File: config.mk
export PLATFORM = sky130hd
export DESIGN_NAME = gen_ppbuff_drain
export DESIGN_NICKNAME = d
export VERILOG_FILES = /design/src/rtl/gen_ppbuff_drain.sv
export SDC_FILE = /design/constraint.sdc
export NUM_CORES = 1
export LEC_CHECK = 0
export BUFFER_PORTS_ARGS = -buffer_cell sky130_fd_sc_hd__clkbuf_2
export CAP_MARGIN = 25
export CORE_AREA = 2 2 360 362
export CTS_CLUSTER_SIZE = 20
export DETAILED_ROUTE_END_ITERATION = 16
export DIE_AREA = 0 0 362 364
export SYNTH_ARGS = -nofsm -noshare
export SYNTH_HDL_FRONTEND = slang
export SYNTH_SLANG_ARGS = --single-unit
File: constraint.sdc
create_clock -name CLK -period 1.94 [get_ports CLK]
set_input_delay 0.194 -clock CLK [delete_from_list [all_inputs] [get_ports CLK]]
set_output_delay 0.194 -clock CLK [all_outputs]
set_load 0.03 [all_outputs]
File: src/rtl/gen_ppbuff_drain.sv
// gen_ppbuff_drain
// Drains a ping-pong buffer entry by entry. It snapshots the valid vector and
// streams the valid entries out in ascending index order. It then pulses pop
// to retire the buffer and waits one settle cycle before it looks again.

module gen_ppbuff_drain #(
  parameter int DW = 100,
  parameter int DP = 8
) (
  input  logic                  CLK,
  input  logic                  RSTn,
  input  logic                  flush,
  input  logic [DW*DP-1:0]      buf_info_i,
  input  logic [DP-1:0]         buf_valid_i,
  output logic                  out_valid,
  input  logic                  out_ready,
  output logic [DW-1:0]         out_info,
  output logic [$clog2(DP)-1:0] out_index,
  output logic                  pop_o,
  output logic                  busy_o
);

  localparam int IW = $clog2(DP);

  typedef enum logic [1:0] {
    IDLE,
    DRAIN,
    POP,
    SETTLE
  } state_t;

  state_t          state;
  logic [DP-1:0]   mask;
  logic [IW-1:0]   low_idx;
  logic [DW-1:0]   low_info;
  logic            can_advance;

  // The lowest set bit of the remaining mask picks the next entry. Scanning
  // downward lets the lowest index win, and it selects the matching payload slice.
  always_comb begin
    low_idx  = '0;
    low_info = '0;
    for (int i = DP - 1; i >= 0; i--) begin
      if (mask[i]) begin
        low_idx  = IW'(i);
        low_info = buf_info_i[i*DW +: DW];
      end
    end
  end

  // The output register can take a new entry when it is empty or being accepted.
  always_comb begin
    can_advance = ~out_valid | out_ready;
  end

  // Drain state machine with every output registered.
  // flush outranks every transition. A beat that is held keeps info, index and mask frozen.
  always_ff @(posedge CLK or negedge RSTn) begin
    if (!RSTn) begin
      state     <= IDLE;
      mask      <= '0;
      out_valid <= 1'b0;
      out_info  <= '0;
      out_index <= '0;
      pop_o     <= 1'b0;
      busy_o    <= 1'b0;
    end else if (flush) begin
      state     <= IDLE;
      mask      <= '0;
      out_valid <= 1'b0;
      pop_o     <= 1'b0;
      busy_o    <= 1'b0;
    end else begin
      case (state)
        IDLE: begin
          pop_o <= 1'b0;
          if (|buf_valid_i) begin
            mask   <= buf_valid_i;
            state  <= DRAIN;
            busy_o <= 1'b1;
          end
        end
        DRAIN: begin
          if (can_advance) begin
            if (mask != '0) begin
              out_info        <= low_info;
              out_index       <= low_idx;
              out_valid       <= 1'b1;
              mask[low_idx]   <= 1'b0;
            end else begin
              out_valid <= 1'b0;
              pop_o     <= 1'b1;
              state     <= POP;
            end
          end
        end
        POP: begin
          pop_o <= 1'b0;
          state <= SETTLE;
        end
        SETTLE: begin
          busy_o <= 1'b0;
          state  <= IDLE;
        end
        default: begin
          state     <= IDLE;
          mask      <= '0;
          out_valid <= 1'b0;
          pop_o     <= 1'b0;
          busy_o    <= 1'b0;
        end
      endcase
    end
  end

endmodule

==> summary.txt, run 1 <==
Outcome
  – Status: finished, violations left
  – Failing checks: negative setup slack

Cells and area
  – Finished Layout Cells: 4142
  – Final #Nets: 3255
  – Area delta synth->final: 118%
  – Final core utilization: 17.2%
  – Layout cells sized above 1: 58.0%

Die
  – Die height: 364 um
  – Initial core utilization: 7.89%
  – Area of the core: 128000 um2
  – Die area: 132000 um2
  – Row count: 132
  – IO Pins: 918
  – Chip width: 362 um

Route
  – DRT Wirelength: 121000 um
  – DR WL/cell: 29.1 um
  – TritonRoute pass-1 iters: 6
  – Vias per inst: 4.27
  – DR iter-0 viols: 1770
  – Post-route DRC: 0
  – Via count: 17674
  – Routed Antenna Nets: 0

Setup path
  – R2R Path End: out_info[18]$_DFFE_PN0P_
  – Slowest stage cell, crit path: or4_4
  – Nature of the critical path endpoint: register
  – Worst R2R Setup Slack: -0.11 ns
  – Cells along the critical path: or4_4, o211ai_4, buf_12, clkbuf_16, clkbuf_16, o31ai_2
  – CP Class: reg2reg
  – Reg-to-reg critical path startpoint: mask[4]$_DFFE_PN0P_
  – Crit path largest cell delay: 0.56 ns
  – CP max FO: 6
  – Most common cell on crit path: clkbuf_16
  – Startpoint types: register
  – Arrival time of the worst setup path: 2.46 ns
  – Reg2reg path depth: 6
  – WP data required: 2.35 ns

Logic synthesis
  – Synth cell types: 54
  – Syn Area/Cell: 7.81 um2
  – Synthesized area: 10100 um2
  – Post-synth ARST share: 100%
  – Mapped Nets: 2114
  – Sequential share of the synthesized area: 28.7%
  – YS warnings: 0
  – #FFs+latches synth: 116
  – Top FF cell, synth: dfrtp_1
  – Syn Inst Count: 1297
  – Number of flops mapped to enable cells by yosys: 0

STA
  – RSZ-0062 raised after global routing: yes
  – Tcrit/Tclk final: 106%
  – Clock skew: 0.0192 ns
  – Finish-stage setup viols: 61
  – Highest achievable clock rate: 487 MHz
  – Fin crit period: 2.05 ns
  – Setup TNS: -4.71 ns
  – Max-slew headroom: 53.4%
  – Worst-margin pin slew: 0.699 ns
  – Worst Setup Slack, final: -0.114 ns
  – Final Max Slew Viols: 0
  – Final hold violations: 0

Clock network
  – Clk buf depth: 2
  – CTS tree: yes
  – H-tree Lvls: 4
  – Worst skew pair latency: 0.53 ns
  – Root buffer cell: clkbuf_16
  – Sink Count: 116
  – CTS Buf Count: 17
  – Clk slew on worst S/H paths: 0.07 ns

Power
  – VDD IR max: 0.620 mV
  – Power, Total: 33800 uW
  – Lkg Pwr: 0.0100 uW
  – Power density over the cells: 1530 nW/um2

Hold path
  – WHS Endpoint: out_info[20]$_DFFE_PN0P_
  – Hold path cells: 3
  – Hold Crit Class: in2reg
  – Hold Crit Start: buf_info_i[120]

Global routing
  – Largest net degree at the start of global routing: 87
  – Vias in the first global route: 16215
  – GRT Total Usage: 16.7%
  – Gr ovfl total: 0
  – First-pass GRT wire length: 147000 um
  – Initial antenna violation count: 61

Placed design
  – Placer congestion estimate: 0.979
  – Setup WS pre-CTS: -0.300 ns
  – Placed Cells: 3954
  – Dpl hpwl: 100000 um
  – Port bufs: 917

Run
  – Number of max-cap violations: 0
[power by group]
group	switching [uW]	internal [uW]
combinational	15500	10400
sequential	1040	3590
clock	1540	1780
[per-stage QoR]
step	hold WS (ns)	area (um2)
finish	0.0508	22000
global route	0.0189	22000
CTS	0.000748	20600
detailed placement	0.179	18500
global placement	0.175	18500
floorplan	-0.102	10100
[critical path, delay by kind of cell (launching register included)]
kind / cells / cell delay (ns)
DFF: 1 / 0.50
and+or+nand+nor: 1 / 0.56
buffers and inverters: 3 / 0.55
AOI/OAI and AO/OA: 2 / 0.30
[layer usage]
| metal | part of all wire, % | vias up | GRT usage, % |
|---|---|---|---|
| met5 | 0.31 | - | 0 |
| met1 | 40 | 8643 | 19.9 |
| met4 | 3.2 | 56 | 5.09 |
| met2 | 47 | 1231 | 27.7 |
| li1 | - | 7502 | - |
| met3 | 10 | 242 | 6.35 |
[cells by family (layout without fill, tap and decap cells)]
kind of cell	Yosys count	after routing	synth area share [%]
muxes	3	3	0.309
other	0	16	0
and+or+nand+nor	360	360	15.7
buffers and inverters	216	1370	8.62
DFF	116	116	28.7
adders and majority gates	5	5	0.618
AOI/OAI and AO/OA	597	597	46.1
[synth_stat cells, types with 2 or more instances]
master	count	area, um2
a31oi_1	2	12.5
a22o_1	43	377
dfrtp_1	116	2900
o31a_1	57	499
buf_1	13	48.8
nand2_1	235	882
nand3b_1	42	315
or2_2	2	12.5
o21ai_0	7	35.0
a21oi_1	49	245
inv_1	51	191
and2_1	2	12.5
o22ai_1	115	719
o2111ai_1	2	17.5
o31ai_1	59	443
buf_2	43	215
clkbuf_1	106	398
ha_1	5	62.6
buf_4	2	15.0
mux2i_1	2	20.0
a32o_1	2	20.0
a41oi_1	43	377
nand3_1	2	10.0
o211ai_1	2	15.0
a211oi_1	2	15.0
a221oi_1	157	1380
nand2b_1	4	25.0
nor4_1	2	12.5
o221ai_1	43	377
nor3_1	2	10.0
nor2b_1	7	43.8
a221o_1	3	30.0
nor2_1	54	203
[layout make-up]
class                      instances  area [um2]
timing repair buffer            1287        8650
antenna                           16        40.0
fill                           14581      106000
sequential                       116        2920
clock inverter                    13         110
tap                             1675        2100
clock buffer                      19         443
inverter                          51         199
multi-input combinational        965        7560
[worst max path at each step]
| stage | start | endpoint | slack (ns) | cells after the start |
|---|---|---|---|---|
| global placement | mask[6]$_DFFE_PN0P_ | out_info[57]$_DFFE_PN0P_ | -0.35 | 7 |
| global route | mask[4]$_DFFE_PN0P_ | out_info[64]$_DFFE_PN0P_ | -0.14 | 7 |
| floorplan | state[1]$_DFFE_PN0P_ | out_info[11]$_DFFE_PN0P_ | 0.07 | 7 |
| finish | mask[4]$_DFFE_PN0P_ | out_info[18]$_DFFE_PN0P_ | -0.11 | 6 |
| detailed placement | mask[6]$_DFFE_PN0P_ | out_info[57]$_DFFE_PN0P_ | -0.30 | 7 |
| CTS | mask[4]$_DFFE_PN0P_ | out_info[62]$_DFFE_PN0P_ | -0.09 | 7 |
[sequential cells by signal, indices dropped and copies added (netlist names)]
register	flops
mask	8
busy_o	1
state	2
out_valid	1
out_info	100
pop_o	1
out_index	3
[cell usage in the layout (no fill, tap or decap), drive strengths merged, types with 42 or more instances in the layout]
cell type    netlist  final
clkbuf           107    951
buf               58    259
nand2            235    235
a221oi           157    157
dfrtp            116    116
o22ai            115    115
dlygate4sd3        0     96
o31ai             60     60
o31a              57     57
nor2              55     55
inv               51     52
a21oi             49     49
a22o              43     43
o221ai            43     43
a41oi             43     43
nand3b            42     42
[what timing repair did]
item / CTS / global route
pin swaps: 5 / 44
hold buffers: 96 / 0
gates cloned: 5 / 19
endpoints found under the hold margin: 100 / 0
setup endpoints to repair: 71 / 107
buffers inserted: 9 / 13
gates resized for setup: 74 / 175
Power figures use the tool's default switching activity.
==> run 2, diff against run 1 <==
- CORE_AREA: 2 2 360 362 -> 2 2 361 363
- DIE_AREA: 0 0 362 364 -> 0 0 363 365
- clock period: 1.94 -> 2.3 ns (I/O delays scaled with it)
==> summary.txt, run 2 (same netlist as run 1, synthesis figures left out) <==
Hold path
  – Hold Crit Class: in2reg
  – Hold path cells: 3
  – Hold Crit Start: buf_valid_i[0]
  – WHS Endpoint: mask[0]$_DFFE_PN0P_

Setup path
  – Startpoint types: register
  – CP Class: reg2reg
  – Nature of the critical path endpoint: register
  – Cells along the critical path: buf_12, or2_4, buf_12, a221oi_1, o31a_1, o31ai_1
  – Crit path largest cell delay: 0.62 ns
  – Reg-to-reg critical path startpoint: mask[4]$_DFFE_PN0P_
  – Slowest stage cell, crit path: a221oi_1
  – Most common cell on crit path: buf_12
  – Worst R2R Setup Slack: 0.03 ns
  – R2R Path End: out_info[22]$_DFFE_PN0P_
  – WP data required: 2.70 ns
  – Reg2reg path depth: 6
  – Crit path max-delay family: compound AO/OA/AOI/OAI gates
  – CP max FO: 43
  – Arrival time of the worst setup path: 2.67 ns
  – Crit path buffers/inverters: 2

STA
  – Worst hold margin: 0.0412 ns
  – Worst Setup Slack, final: 0.0297 ns
  – Highest achievable clock rate: 440 MHz
  – Tcrit/Tclk final: 98.7%
  – Final Max Slew Viols: 0
  – Max-slew headroom: 50.8%
  – Fin crit period: 2.27 ns
  – Finish-stage setup viols: 0
  – Worst-margin pin slew: 0.737 ns
  – Final hold violations: 0
  – RSZ-0062 raised after global routing: no
  – Clock skew: 0.0179 ns

Route
  – Via count: 16719
  – Post-route DRC: 0
  – DR iter-0 viols: 1702
  – Vias per inst: 4.17
  – DRT Wirelength: 118000 um
  – Routed Antenna Nets: 0
  – DR WL/cell: 29.4 um
  – TritonRoute pass-1 iters: 5

Global routing
  – Largest net degree at the start of global routing: 69
  – Initial antenna violation count: 58
  – First-pass GRT wire length: 148000 um
  – GRT Total Usage: 16.9%
  – Vias in the first global route: 16089
  – Gr ovfl total: 0

Die
  – Area of the core: 129000 um2
  – IO Pins: 918
  – Die area: 132000 um2
  – Die height: 365 um
  – Chip width: 363 um
  – Initial core utilization: 7.87%
  – Row count: 132

Placed design
  – Post-place instance area: 17900 um2
  – Setup WS pre-CTS: -0.185 ns
  – Port bufs: 917
  – Placer congestion estimate: 0.971
  – Dpl hpwl: 103000 um

Cells and area
  – Fill cell count: 14829
  – Area delta synth->final: 89.6%
  – Most common library cell in the layout ignoring fill and taps: clkbuf_2
  – Final core utilization: 14.9%
  – Most frequent cells in the layout: 916 x clkbuf_2, 233 x nand2_1, 151 x a221oi_1, 146 x buf_4, 115 x o22ai_1
  – Largest Register: out_info
  – Layout cells sized above 1: 49.9%
  – Largest regs: out_info (100), mask (8), out_index (3)
  – Max reg flops: 100
  – Final #Nets: 3119
  – Final instance area: 19200 um2

Power
  – Lkg Pwr: 0.00889 uW
  – Power density over the cells: 1300 nW/um2
  – VDD IR max: 0.525 mV

Clock network
  – Sink Count: 116
  – Worst skew pair latency: 0.53 ns
  – H-tree Lvls: 4
  – Clk slew on worst S/H paths: 0.07 ns
  – CTS Buf Count: 17
  – Root buffer cell: clkbuf_16
  – Clk buf depth: 2
  – CTS tree: yes

Run
  – Number of max-cap violations: 0

Outcome
  – Status: completed
[run 2: cell count changes in the layout (fill, tap and decap cells not counted), sizes merged]
| cell | delta |
|---|---|
| dlygate4sd3 | -36 |
| clkinvlp | -1 |
| bufinv | +2 |
| clkinv | -1 |
| clkbuf | -18 |
| inv | +2 |
| diode | +5 |
| buf | -84 |
[run 2: worst register-to-register path, delay by kind of cell (launching register included)]
kind                   cells  cell delay (ns)
AND/OR/NAND/NOR            1             0.37
buffers and inverters      2             0.41
flip-flops                 1             0.49
AO/OA/AOI/OAI              3             0.91
[run 2: power breakdown]
part / total, uW / switching, uW / internal [uW]
combinational: 18200 / 11700 / 6460
sequential: 3750 / 730 / 3020
clock: 3030 / 1330 / 1700
[run 2: what timing repair did]
item / CTS / global route
gates resized for setup: 3 / 6
gates cloned: 0 / 0
setup buffers: 0 / 0
pin swaps: 0 / 0
endpoints found under the hold margin: 98 / 0
endpoints found under the setup margin: 3 / 4
hold buffers: 60 / 0
[run 2: layout make-up]
cell class / count / area (um2) / share of cell area [%]
Multi-Input combinational cell: 965 / 6480 / 33.7
Clock buffer: 17 / 425 / 2.22
Clock inverter: 15 / 179 / 0.932
Sequential cell: 116 / 2920 / 15.2
Inverter: 51 / 196 / 1.02
Tap cell: 1675 / 2100 / 10.9
Antenna cell: 21 / 52.6 / 0.274
Timing Repair Buffer: 1151 / 6850 / 35.7
[run 2: how the worst max path moves through the flow]
stage / from / end / slack, ns / cells after the start
6_report: mask[4]$_DFFE_PN0P_ / out_info[22]$_DFFE_PN0P_ / 0.03 / 6
5_1_grt: mask[4]$_DFFE_PN0P_ / out_info[10]$_DFFE_PN0P_ / 0.003 / 5
4_1_cts: mask[4]$_DFFE_PN0P_ / out_valid$_DFFE_PN0P_ / 0.04 / 7
3_5_place_dp: mask[4]$_DFFE_PN0P_ / out_info[10]$_DFFE_PN0P_ / -0.19 / 7
3_3_place_gp: mask[4]$_DFFE_PN0P_ / out_info[10]$_DFFE_PN0P_ / -0.15 / 7
2_1_floorplan: state[1]$_DFFE_PN0P_ / out_info[11]$_DFFE_PN0P_ / 0.43 / 7
[run 2: per-layer routing]
layer	vias to the layer above	GRT usage, %	part of all wire [%]
met4	52	7.29	4.4
met5	-	0.980	0.27
met3	220	7.12	11
li1	7213	-	-
met2	1097	27.0	46
met1	8137	19.5	38
[run 2: through the flow]
step	power [uW]	setup TNS, ns	std cells
2_1_floorplan	12300	0	1297
3_5_place_dp	21900	-0.291	3898
6_report	25000	0	4011
5_1_grt	26300	0	4005
3_3_place_gp	21800	-0.207	3898
4_1_cts	25200	0	3990
